## src/rtl/wb_xfer_monitor.sv

```systemverilog
// wb_xfer_monitor
// Passive Wishbone B4 classic-cycle monitor. It taps cyc/stb/we/sel/adr/ack on
// the Wishbone clock, counts completed reads and writes (saturating), tracks
// the ack latency (last and maximum) and raises sticky protocol-error flags.
// It never drives the bus.
//
// Ports:
//   wb_clk_i, wb_rst_i     - clock, synchronous active-high reset
//   mon_cyc/stb/we/sel/adr - monitored request signals
//   mon_ack                - monitored slave acknowledge
//   clr                    - synchronous clear of counters, latencies, flags
//   wr_count, rd_count     - completed write/read transfers (saturating)
//   lat_last, lat_max      - ack latency of last transfer / maximum seen
//   busy                   - high while a request is waiting for ack
//   err_*                  - sticky protocol-error flags
module wb_xfer_monitor #(
    parameter int unsigned CNT_W   = 16,
    parameter int unsigned LAT_W   = 8,
    parameter int unsigned TIMEOUT = 200,
    parameter int unsigned ADDR_W  = 26
) (
    input  logic              wb_clk_i,
    input  logic              wb_rst_i,
    input  logic              mon_cyc,
    input  logic              mon_stb,
    input  logic              mon_we,
    input  logic [3:0]        mon_sel,
    input  logic [ADDR_W-1:0] mon_adr,
    input  logic              mon_ack,
    input  logic              clr,
    output logic [CNT_W-1:0]  wr_count,
    output logic [CNT_W-1:0]  rd_count,
    output logic [LAT_W-1:0]  lat_last,
    output logic [LAT_W-1:0]  lat_max,
    output logic              busy,
    output logic              err_ack_no_req,
    output logic              err_stb_drop,
    output logic              err_attr_chg,
    output logic              err_timeout
);

    typedef enum logic {
        IDLE     = 1'b0,
        WAIT_ACK = 1'b1
    } state_t;

    state_t              state_q, state_d;
    logic [LAT_W-1:0]    lat_cnt_q, lat_cnt_d;
    logic                sh_we_q, sh_we_d;
    logic [3:0]          sh_sel_q, sh_sel_d;
    logic [ADDR_W-1:0]   sh_adr_q, sh_adr_d;
    logic [CNT_W-1:0]    wr_count_q, wr_count_d;
    logic [CNT_W-1:0]    rd_count_q, rd_count_d;
    logic [LAT_W-1:0]    lat_last_q, lat_last_d;
    logic [LAT_W-1:0]    lat_max_q, lat_max_d;
    logic                busy_q, busy_d;
    logic                e_anr_q, e_anr_d;
    logic                e_drop_q, e_drop_d;
    logic                e_attr_q, e_attr_d;
    logic                e_to_q, e_to_d;

    logic                req;
    logic                done;
    logic                done_we;
    logic [LAT_W-1:0]    done_lat;

    assign req = mon_cyc & mon_stb;

    // State and status registers
    always_ff @(posedge wb_clk_i) begin
        if (wb_rst_i) begin
            state_q    <= IDLE;
            lat_cnt_q  <= '0;
            sh_we_q    <= 1'b0;
            sh_sel_q   <= '0;
            sh_adr_q   <= '0;
            wr_count_q <= '0;
            rd_count_q <= '0;
            lat_last_q <= '0;
            lat_max_q  <= '0;
            busy_q     <= 1'b0;
            e_anr_q    <= 1'b0;
            e_drop_q   <= 1'b0;
            e_attr_q   <= 1'b0;
            e_to_q     <= 1'b0;
        end else begin
            state_q    <= state_d;
            lat_cnt_q  <= lat_cnt_d;
            sh_we_q    <= sh_we_d;
            sh_sel_q   <= sh_sel_d;
            sh_adr_q   <= sh_adr_d;
            wr_count_q <= wr_count_d;
            rd_count_q <= rd_count_d;
            lat_last_q <= lat_last_d;
            lat_max_q  <= lat_max_d;
            busy_q     <= busy_d;
            e_anr_q    <= e_anr_d;
            e_drop_q   <= e_drop_d;
            e_attr_q   <= e_attr_d;
            e_to_q     <= e_to_d;
        end
    end

    // Next-state, transfer accounting and error detection
    always_comb begin
        state_d    = state_q;
        lat_cnt_d  = lat_cnt_q;
        sh_we_d    = sh_we_q;
        sh_sel_d   = sh_sel_q;
        sh_adr_d   = sh_adr_q;
        wr_count_d = wr_count_q;
        rd_count_d = rd_count_q;
        lat_last_d = lat_last_q;
        lat_max_d  = lat_max_q;
        e_anr_d    = e_anr_q;
        e_drop_d   = e_drop_q;
        e_attr_d   = e_attr_q;
        e_to_d     = e_to_q;
        done       = 1'b0;
        done_we    = 1'b0;
        done_lat   = '0;

        // Stray ack is independent of the FSM
        if (mon_ack && !req) begin
            e_anr_d = 1'b1;
        end

        case (state_q)
            IDLE: begin
                if (req) begin
                    if (mon_ack) begin
                        done     = 1'b1;
                        done_we  = mon_we;
                        done_lat = '0;
                    end else begin
                        sh_we_d   = mon_we;
                        sh_sel_d  = mon_sel;
                        sh_adr_d  = mon_adr;
                        lat_cnt_d = LAT_W'(1);
                        state_d   = WAIT_ACK;
                    end
                end
            end
            WAIT_ACK: begin
                if (!req) begin
                    e_drop_d = 1'b1;
                    state_d  = IDLE;
                end else begin
                    // Attributes must stay stable for the whole wait, ack cycle included
                    if ((mon_we != sh_we_q) || (mon_sel != sh_sel_q) ||
                        (mon_adr != sh_adr_q)) begin
                        e_attr_d = 1'b1;
                    end
                    if (mon_ack) begin
                        done     = 1'b1;
                        done_we  = sh_we_q;
                        done_lat = lat_cnt_q;
                        state_d  = IDLE;
                    end else if (lat_cnt_q == LAT_W'(TIMEOUT)) begin
                        e_to_d  = 1'b1;
                        state_d = IDLE;
                    end else begin
                        lat_cnt_d = lat_cnt_q + LAT_W'(1);
                    end
                end
            end
            default: state_d = IDLE;
        endcase

        // Completion bookkeeping; counters stick at all-ones
        if (done) begin
            lat_last_d = done_lat;
            if (done_lat > lat_max_q) begin
                lat_max_d = done_lat;
            end
            if (done_we) begin
                if (wr_count_q != {CNT_W{1'b1}}) begin
                    wr_count_d = wr_count_q + CNT_W'(1);
                end
            end else begin
                if (rd_count_q != {CNT_W{1'b1}}) begin
                    rd_count_d = rd_count_q + CNT_W'(1);
                end
            end
        end

        busy_d = (state_d == WAIT_ACK);

        // Clear overrides any same-cycle completion or error; FSM keeps running
        if (clr) begin
            wr_count_d = '0;
            rd_count_d = '0;
            lat_last_d = '0;
            lat_max_d  = '0;
            e_anr_d    = 1'b0;
            e_drop_d   = 1'b0;
            e_attr_d   = 1'b0;
            e_to_d     = 1'b0;
        end
    end

    assign wr_count       = wr_count_q;
    assign rd_count       = rd_count_q;
    assign lat_last       = lat_last_q;
    assign lat_max        = lat_max_q;
    assign busy           = busy_q;
    assign err_ack_no_req = e_anr_q;
    assign err_stb_drop   = e_drop_q;
    assign err_attr_chg   = e_attr_q;
    assign err_timeout    = e_to_q;

endmodule

```

## config.mk

```make
export PLATFORM = sky130hd
export DESIGN_NAME = wb_xfer_monitor
export DESIGN_NICKNAME = d
export VERILOG_FILES = /design/src/rtl/wb_xfer_monitor.sv
export SDC_FILE = /design/constraint.sdc
export NUM_CORES = 1
export LEC_CHECK = 0
export BUFFER_PORTS_ARGS = -buffer_cell sky130_fd_sc_hd__buf_2
export CORE_UTILIZATION = 57
export CTS_CLUSTER_DIAMETER = 200
export CTS_CLUSTER_SIZE = 12
export DETAILED_ROUTE_END_ITERATION = 6
export GPL_TIMING_DRIVEN = 1
export PLACE_DENSITY = 0.84
export SLEW_MARGIN = 20
export SYNTH_ARGS = -nofsm -noshare
export SYNTH_HDL_FRONTEND = slang
export SYNTH_SLANG_ARGS = --single-unit
```

## constraint.sdc

```tcl
create_clock -name wb_clk_i -period 7.4 [get_ports wb_clk_i]
set_input_delay 0.74 -clock wb_clk_i [delete_from_list [all_inputs] [get_ports wb_clk_i]]
set_output_delay 0.74 -clock wb_clk_i [all_outputs]
set_load 0.005 [all_outputs]
```

==> key figures, run 1 <==
Run status
  – Status: finished, final reports clean

Placed design
  – DP HPWL: 7.16 mm
  – Placer congestion estimate: 0.841
  – Number of port buffers: 89

Global routing
  – Gr usage total: 26.3%
  – GRT overflow: 0
  – Number of global-route vias before repair: 3,756
  – Pin count of the biggest net entering global routing: 52
  – Initial antenna violation count: 0
  – First-pass GRT wire length: 16.4 mm

Synth
  – EDFF count, synth: 0
  – Seq/Total Area, Yosys: 42.2%
  – Cell variety after synth: 44
  – #FFs+latches synth: 92
  – Mean post-synth cell area: 8.27 um2
  – Yosys warns: 0
  – Post-Synthesis Cells: 527
  – Post-synth net total: 576
  – Async S/R FF share, synth: 0%
  – Main synth FF type: dfxtp_1
  – Synthesized cell area: 4360 um2

Worst setup path
  – Critical Path Max Stage Delay: 0.92 ns
  – Crit path to: lat_max[3]$_SDFFE_PP0P_
  – Critical Setup Path Class: reg2reg
  – Worst path depth: 7
  – R2r endpoint: lat_max[3]$_SDFFE_PP0P_
  – Worst setup SP type: register
  – Cell family with the largest share of critical-path delay: flip-flops
  – Crit end category: register
  – CP bufs+invs: 0
  – Critical path, cell by cell: and3_1 > ha_1 > nand4_1 > or3b_2 > a211oi_2 > o211ai_1 > a21oi_1
  – Worst Path Required: 7.67 ns
  – Crit Path Max Fanout: 26
  – CP startpoint: busy$_SDFF_PP0_
  – Reg2reg path depth: 7
  – FF-to-FF setup slack: 4.30 ns
  – Reg2reg start: busy$_SDFF_PP0_
  – Slowest-stage cell, CP: dfxtp_1
  – Crit path DAT: 3.37 ns

Power
  – Leak: 2.00 nW
  – Switching power: 0.211 mW
  – Worst VDD drop: 0.109 mV
  – Clk pwr share: 41.8%
  – Power Density: 190 nW/um2
  – Int Pwr: 0.754 mW
  – Switch share: 21.9%
  – Logic pwr share: 5.7%
  – Sequential share of power: 52.5%

Timing
  – Worst slew margin: 33.7%
  – Setup Skew: 0.00890 ns
  – Fmax: 0.322 GHz
  – Final critical path time including I/O delays and setup: 3.10 ns
  – Hold WS: 0.464 ns
  – Total negative slack: 0 ns
  – Max-slew violation count: 0
  – Worst-Margin Slew: 0.981 ns
  – Final Hold Viols: 0
  – RSZ-0062 raised after global routing: no
  – Setup violations, final: 0
  – Final period utilization: 41.9%

CTS
  – TritonCTS Buffers: 9
  – H-tree Lvls: 3
  – Clock latency on the worst-skew pair: 0.35 ns
  – Cts repair resizes: 0
  – TritonCTS clock tree: built
  – CTS clk-pin slew, worst paths: 0.09 ns
  – Max Buffers Root-to-Sink: 2
  – Clock Tree Root: clkbuf_8
  – CTS sink count: 92
  – Hold_buf cts: 0
  – Post-CTS setup buffer count: 0

Layout
  – P&R area growth vs syn: 16.4%
  – Fill cell count: 599
  – ANT cells: 0
  – Post-layout util: 69.2%
  – Nets: 652
  – Proportion of layout cells with a drive suffix above 1: 18.5%

Detailed routing
  – DRC Markers: 0
  – Via count: 4,025
  – Drt pass-1 iters: 5
  – Final wirelength: 10.1 mm
  – Per-cell routed wire length: 14.2 um
  – Post-route ant nets: 0
  – Routed vias/inst: 5.70
  – DR iter-0 viols: 175

Die
  – IO Pins: 90
  – Core outline area: 7330 um2
  – Starting density of the core: 59.5%
  – Die span in x: 89.5 um
  – Die area: 8000 um2
  – Row Count: 31
  – Die Y: 89.5 um

Min path
  – Hold_sp: lat_last[0]$_SDFFE_PP0P_
  – Hold crit path type: reg2reg

Run
  – Max Cap Viol: 0
==> cell usage in the layout (no fill, tap or decap), types with 7 or more instances in the layout <==
cell type / instances
ha_1: 12
nor2_1: 51
dfxtp_1: 92
xnor2_1: 30
a21oi_1: 58
o211ai_1: 16
inv_1: 11
xor2_1: 28
nor3_1: 7
buf_2: 89
and3_1: 16
nand4_1: 22
nand2_1: 79
nand3_1: 26
o21ai_0: 7
clkbuf_8: 10
==> how the worst min path moves through the flow <==
stage                                      endpoint  slack, ns  depth (start not counted)
after floorplan           sh_adr_q[13]$_SDFFE_PP0P_       0.45                          2
after global placement    err_attr_chg$_SDFFE_PP0P_       0.45                          1
after detailed placement  err_attr_chg$_SDFFE_PP0P_       0.45                          1
after CTS                  lat_last[0]$_SDFFE_PP0P_       0.47                          2
after global routing      sh_adr_q[20]$_SDFFE_PP0P_       0.49                          2
final                      lat_last[0]$_SDFFE_PP0P_       0.46                          2
==> cells in the mapped netlist (2+ instances only) <==
cell | count | area [um2]
nor2b_1 | 2 | 12.5
xor2_1 | 28 | 245
o21ai_0 | 7 | 35.0
o21ai_1 | 2 | 10.0
o211ai_1 | 16 | 120
nand4_1 | 22 | 138
a31oi_1 | 2 | 12.5
nand3_1 | 26 | 130
nor4_1 | 4 | 25.0
nor3_1 | 7 | 35.0
and4_1 | 4 | 35.0
and3_1 | 16 | 100
or3_1 | 5 | 31.3
xnor2_1 | 30 | 263
dfxtp_1 | 92 | 1840
nand2b_1 | 2 | 12.5
nand2_1 | 79 | 297
clkbuf_1 | 20 | 75.1
mux2i_1 | 3 | 30.0
inv_1 | 11 | 41.3
nor4_2 | 2 | 25.0
or2_2 | 2 | 12.5
nor4b_1 | 4 | 35.0
buf_1 | 2 | 7.51
nor2_1 | 52 | 195
a21oi_1 | 58 | 290
ha_1 | 12 | 150
==> power by group through the flow <==
stage	registers [mW]	clock network, mW	logic (mW)
2_1_floorplan	0.517	0	0.0358
6_report	0.507	0.403	0.0551
3_5_place_dp	0.519	0	0.0553
4_1_cts	0.507	0.409	0.0555
3_3_place_gp	0.518	0	0.0536
5_1_grt	0.508	0.429	0.0617
==> stage by stage <==
step	total power [mW]	instances	setup WS, ns	cell area, um2
6_report	0.965	706	4.30	5080
5_1_grt	0.999	706	4.07	5080
4_1_cts	0.971	706	4.34	5080
3_5_place_dp	0.574	691	4.12	4840
3_3_place_gp	0.572	691	4.25	4830
2_1_floorplan	0.552	527	4.54	4360
==> flip-flops by register name, summed over array words and instances (netlist names) <==
register	cells
sh_sel_q	4
busy	1
err_timeout	1
err_attr_chg	1
err_ack_no_req	1
sh_adr_q	26
err_stb_drop	1
lat_max	8
wr_count	16
lat_last	8
lat_cnt_q	8
rd_count	16
sh_we_q	1
==> tightest hold or removal path, delay by kind of cell (launching register included) <==
| kind | cells | cell delay (ns) |
|---|---|---|
| flip-flops | 1 | 0.32 |
| AND/OR/NAND/NOR | 1 | 0.05 |
| AO/OA/AOI/OAI | 1 | 0.05 |
==> cells by family after synthesis <==
kind of cell,share of synthesized area (%)
buf+inv,3.21
mux,1.03
flops,42.2
simple gates,26.2
compound gates,12.3
xor+xnor,11.6
fa+ha+maj,3.44
==> area by class of cell <==
cell class              instances  area, um2  area share [%]
clock inverters                 5        100            1.97
well taps                      99        124            2.44
clock buffers                  10        138            2.71
flip-flops and latches         92       1840            36.3
inverters                      11       41.3           0.813
repair buffers                 89        445            8.77
multi-input cells             400       2390            47.0
==> metal layers <==
layer  part of all wire, %  track usage [%]  vias up
li1                      -                -     1986
met1                    44             31.9     1885
met2                    48             44.9      133
met3                   6.1             6.09       21
met4                   2.0             11.3        0
met5                     0                0        -
Note: power is estimated with default switching activity, not from simulation.
==> run 2, diff against run 1 <==
- CORE_UTILIZATION: 57 -> 49
- PLACE_DENSITY: 0.84 -> 0.76
- clock period: 7.4 -> 2.5 ns (I/O delays scaled with it)
==> run 2 against run 1 <==
  * Clock-buffer cell count increased by 2
  * Clock skew grew 0.0015 ns
  * Register-to-register slack worse by 4.1 ns
  * Die area grew 16%
  * Worst hold slack got worse by 0.32 ns
  * Power rose to 2.7 times the previous value
  * Via count shrank 0.72%
  * Critical path type unchanged
==> key figures, run 2 (synthesis gave the netlist of run 1 again) <==
Run status
  – Status: finished, final reports clean

CTS
  – Post-CTS setup buffer count: 0
  – TritonCTS Buffers: 9
  – Clock Tree Root: clkbuf_8
  – Clock latency on the worst-skew pair: 0.36 ns
  – TritonCTS clock tree: built
  – Max Buffers Root-to-Sink: 2
  – H-tree Lvls: 3
  – CTS sink count: 92
  – CTS clk-pin slew, worst paths: 0.09 ns

Worst setup path
  – Critical Setup Path Class: reg2reg
  – Crit Path Max Fanout: 11
  – Reg2reg start: busy$_SDFF_PP0_
  – Worst Path Required: 2.79 ns
  – Worst setup SP type: register
  – Crit path DAT: 2.58 ns
  – CP startpoint: busy$_SDFF_PP0_
  – Crit end category: register

Timing
  – Worst-Margin Slew: 0.706 ns
  – Worst slew margin: 52.2%
  – Setup violations, final: 0
  – Final Hold Viols: 0
  – Setup Skew: 0.0104 ns
  – RSZ-0062 raised after global routing: no
  – Final critical path time including I/O delays and setup: 2.29 ns
  – Total negative slack: 0 ns
  – Max-slew violation count: 0
  – Final period utilization: 91.7%
  – Fmax: 0.436 GHz

Layout
  – Most frequent cells in the layout: dfxtp_1, buf_2, nand2_1
  – Nets: 668
  – ANT cells: 0
  – Largest Register: sh_adr_q
  – Max reg flops: 26
  – P&R area growth vs syn: 18.4%
  – Commonest non-fill, non-tap cell in the layout: dfxtp_1
  – Proportion of layout cells with a drive suffix above 1: 20.8%

Detailed routing
  – DR iter-0 viols: 172
  – Via count: 3,996
  – Routed vias/inst: 5.46
  – Post-route ant nets: 0
  – Per-cell routed wire length: 13.7 um
  – Drt pass-1 iters: 5
  – Final wirelength: 10.0 mm
  – DRC Markers: 0

Power
  – Logic pwr share: 6.7%
  – Switch share: 24.1%
  – Worst VDD drop: 0.342 mV
  – Clk pwr share: 36.6%
  – Switching power: 0.636 mW
  – Int Pwr: 2.01 mW
  – Overall power consumption: 2.64 mW
  – Sequential share of power: 56.7%
  – Leak: 2.06 nW
  – Power Density: 512 nW/um2

Die
  – Core outline area: 8680 um2
  – IO Pins: 90
  – Row Count: 34
  – Die Y: 96.3 um
  – Die area: 9280 um2
  – Starting density of the core: 50.2%
  – Die span in x: 96.3 um

Placed design
  – Number of port buffers: 89
  – Placer congestion estimate: 0.840
  – DP HPWL: 7.38 mm

Min path
  – Hold crit path type: in2reg
  – Hold_sp: mon_sel[2]

Global routing
  – First-pass GRT wire length: 16.2 mm
  – Pin count of the biggest net entering global routing: 37
  – Number of global-route vias before repair: 3,604
  – GRT overflow: 0
  – Gr usage total: 22.4%
  – Initial antenna violation count: 0

Run
  – Max Cap Viol: 0
## run 2: cell count changes in the layout (fill, tap and decap cells not counted), sizes merged
cell,change
buf,+16
bufinv,-3
clkbuf,+2
clkinv,+1
inv,+1
## run 2: power groups by stage
stage | logic, mW | registers, mW | clock network [mW]
6_report | 0.176 | 1.50 | 0.968
5_1_grt | 0.195 | 1.50 | 1.07
4_1_cts | 0.177 | 1.50 | 0.997
3_5_place_dp | 0.176 | 1.53 | 0
3_3_place_gp | 0.172 | 1.53 | 0
2_1_floorplan | 0.106 | 1.53 | 0
## run 2: path summary, 6_finish.rpt
path	cells past startpoint	endpoint	slack, ns
worst max-delay path	8	lat_max[2]$_SDFFE_PP0P_	0.21
worst min-delay path	3	sh_sel_q[2]$_SDFFE_PP0P_	0.14
worst max register to register	8	lat_max[2]$_SDFFE_PP0P_	0.21
worst min register to register	2	lat_last[0]$_SDFFE_PP0P_	0.46
## run 2: timing repair
item	4_1_cts	5_1_grt
hold buffers	0	0
setup endpoints to repair	0	8
gates resized for setup	0	1
## run 2: worst max-delay path, stage by stage (launching register included)
cell and delay [ns]:
dfxtp_2 0.45, and3_1 0.22, ha_1 0.27, nand4_1 0.12, or3b_2 0.49, a211oi_2 0.23
buf_4 0.19, o211ai_1 0.11, a21oi_1 0.16
## run 2: through the flow
| step | instance area (um2) | hold slack [ns] | worst slack (ns) | std cells | utilization [%] |
|---|---|---|---|---|---|
| 2_1_floorplan | 4360 | 0.386 | 0.0700 | 527 | - |
| 3_3_place_gp | 4960 | 0.449 | 0.0537 | 716 | 57.2 |
| 3_5_place_dp | 4960 | 0.454 | -0.0531 | 716 | 57.2 |
| 4_1_cts | 5160 | 0.130 | 0.108 | 732 | 59.5 |
| 5_1_grt | 5160 | 0.122 | 0.0677 | 732 | 59.5 |
| 6_report | 5160 | 0.139 | 0.207 | 732 | 59.5 |
## run 2: per-layer routing
layer  GRT usage, %  wire length (um)
met5              0                 0
met2           38.8              4790
met4           8.09               178
met3           6.00               597
met1           26.5              4470
## run 2: cell type report
type / instances / area [um2]
Inverter: 11 / 41.3
Multi-Input combinational cell: 400 / 2380
Timing Repair Buffer: 105 / 566
Clock inverter: 4 / 31.3
Sequential cell: 92 / 1840
Clock buffer: 12 / 165
Fill cell: 806 / 3520
Tap cell: 108 / 135
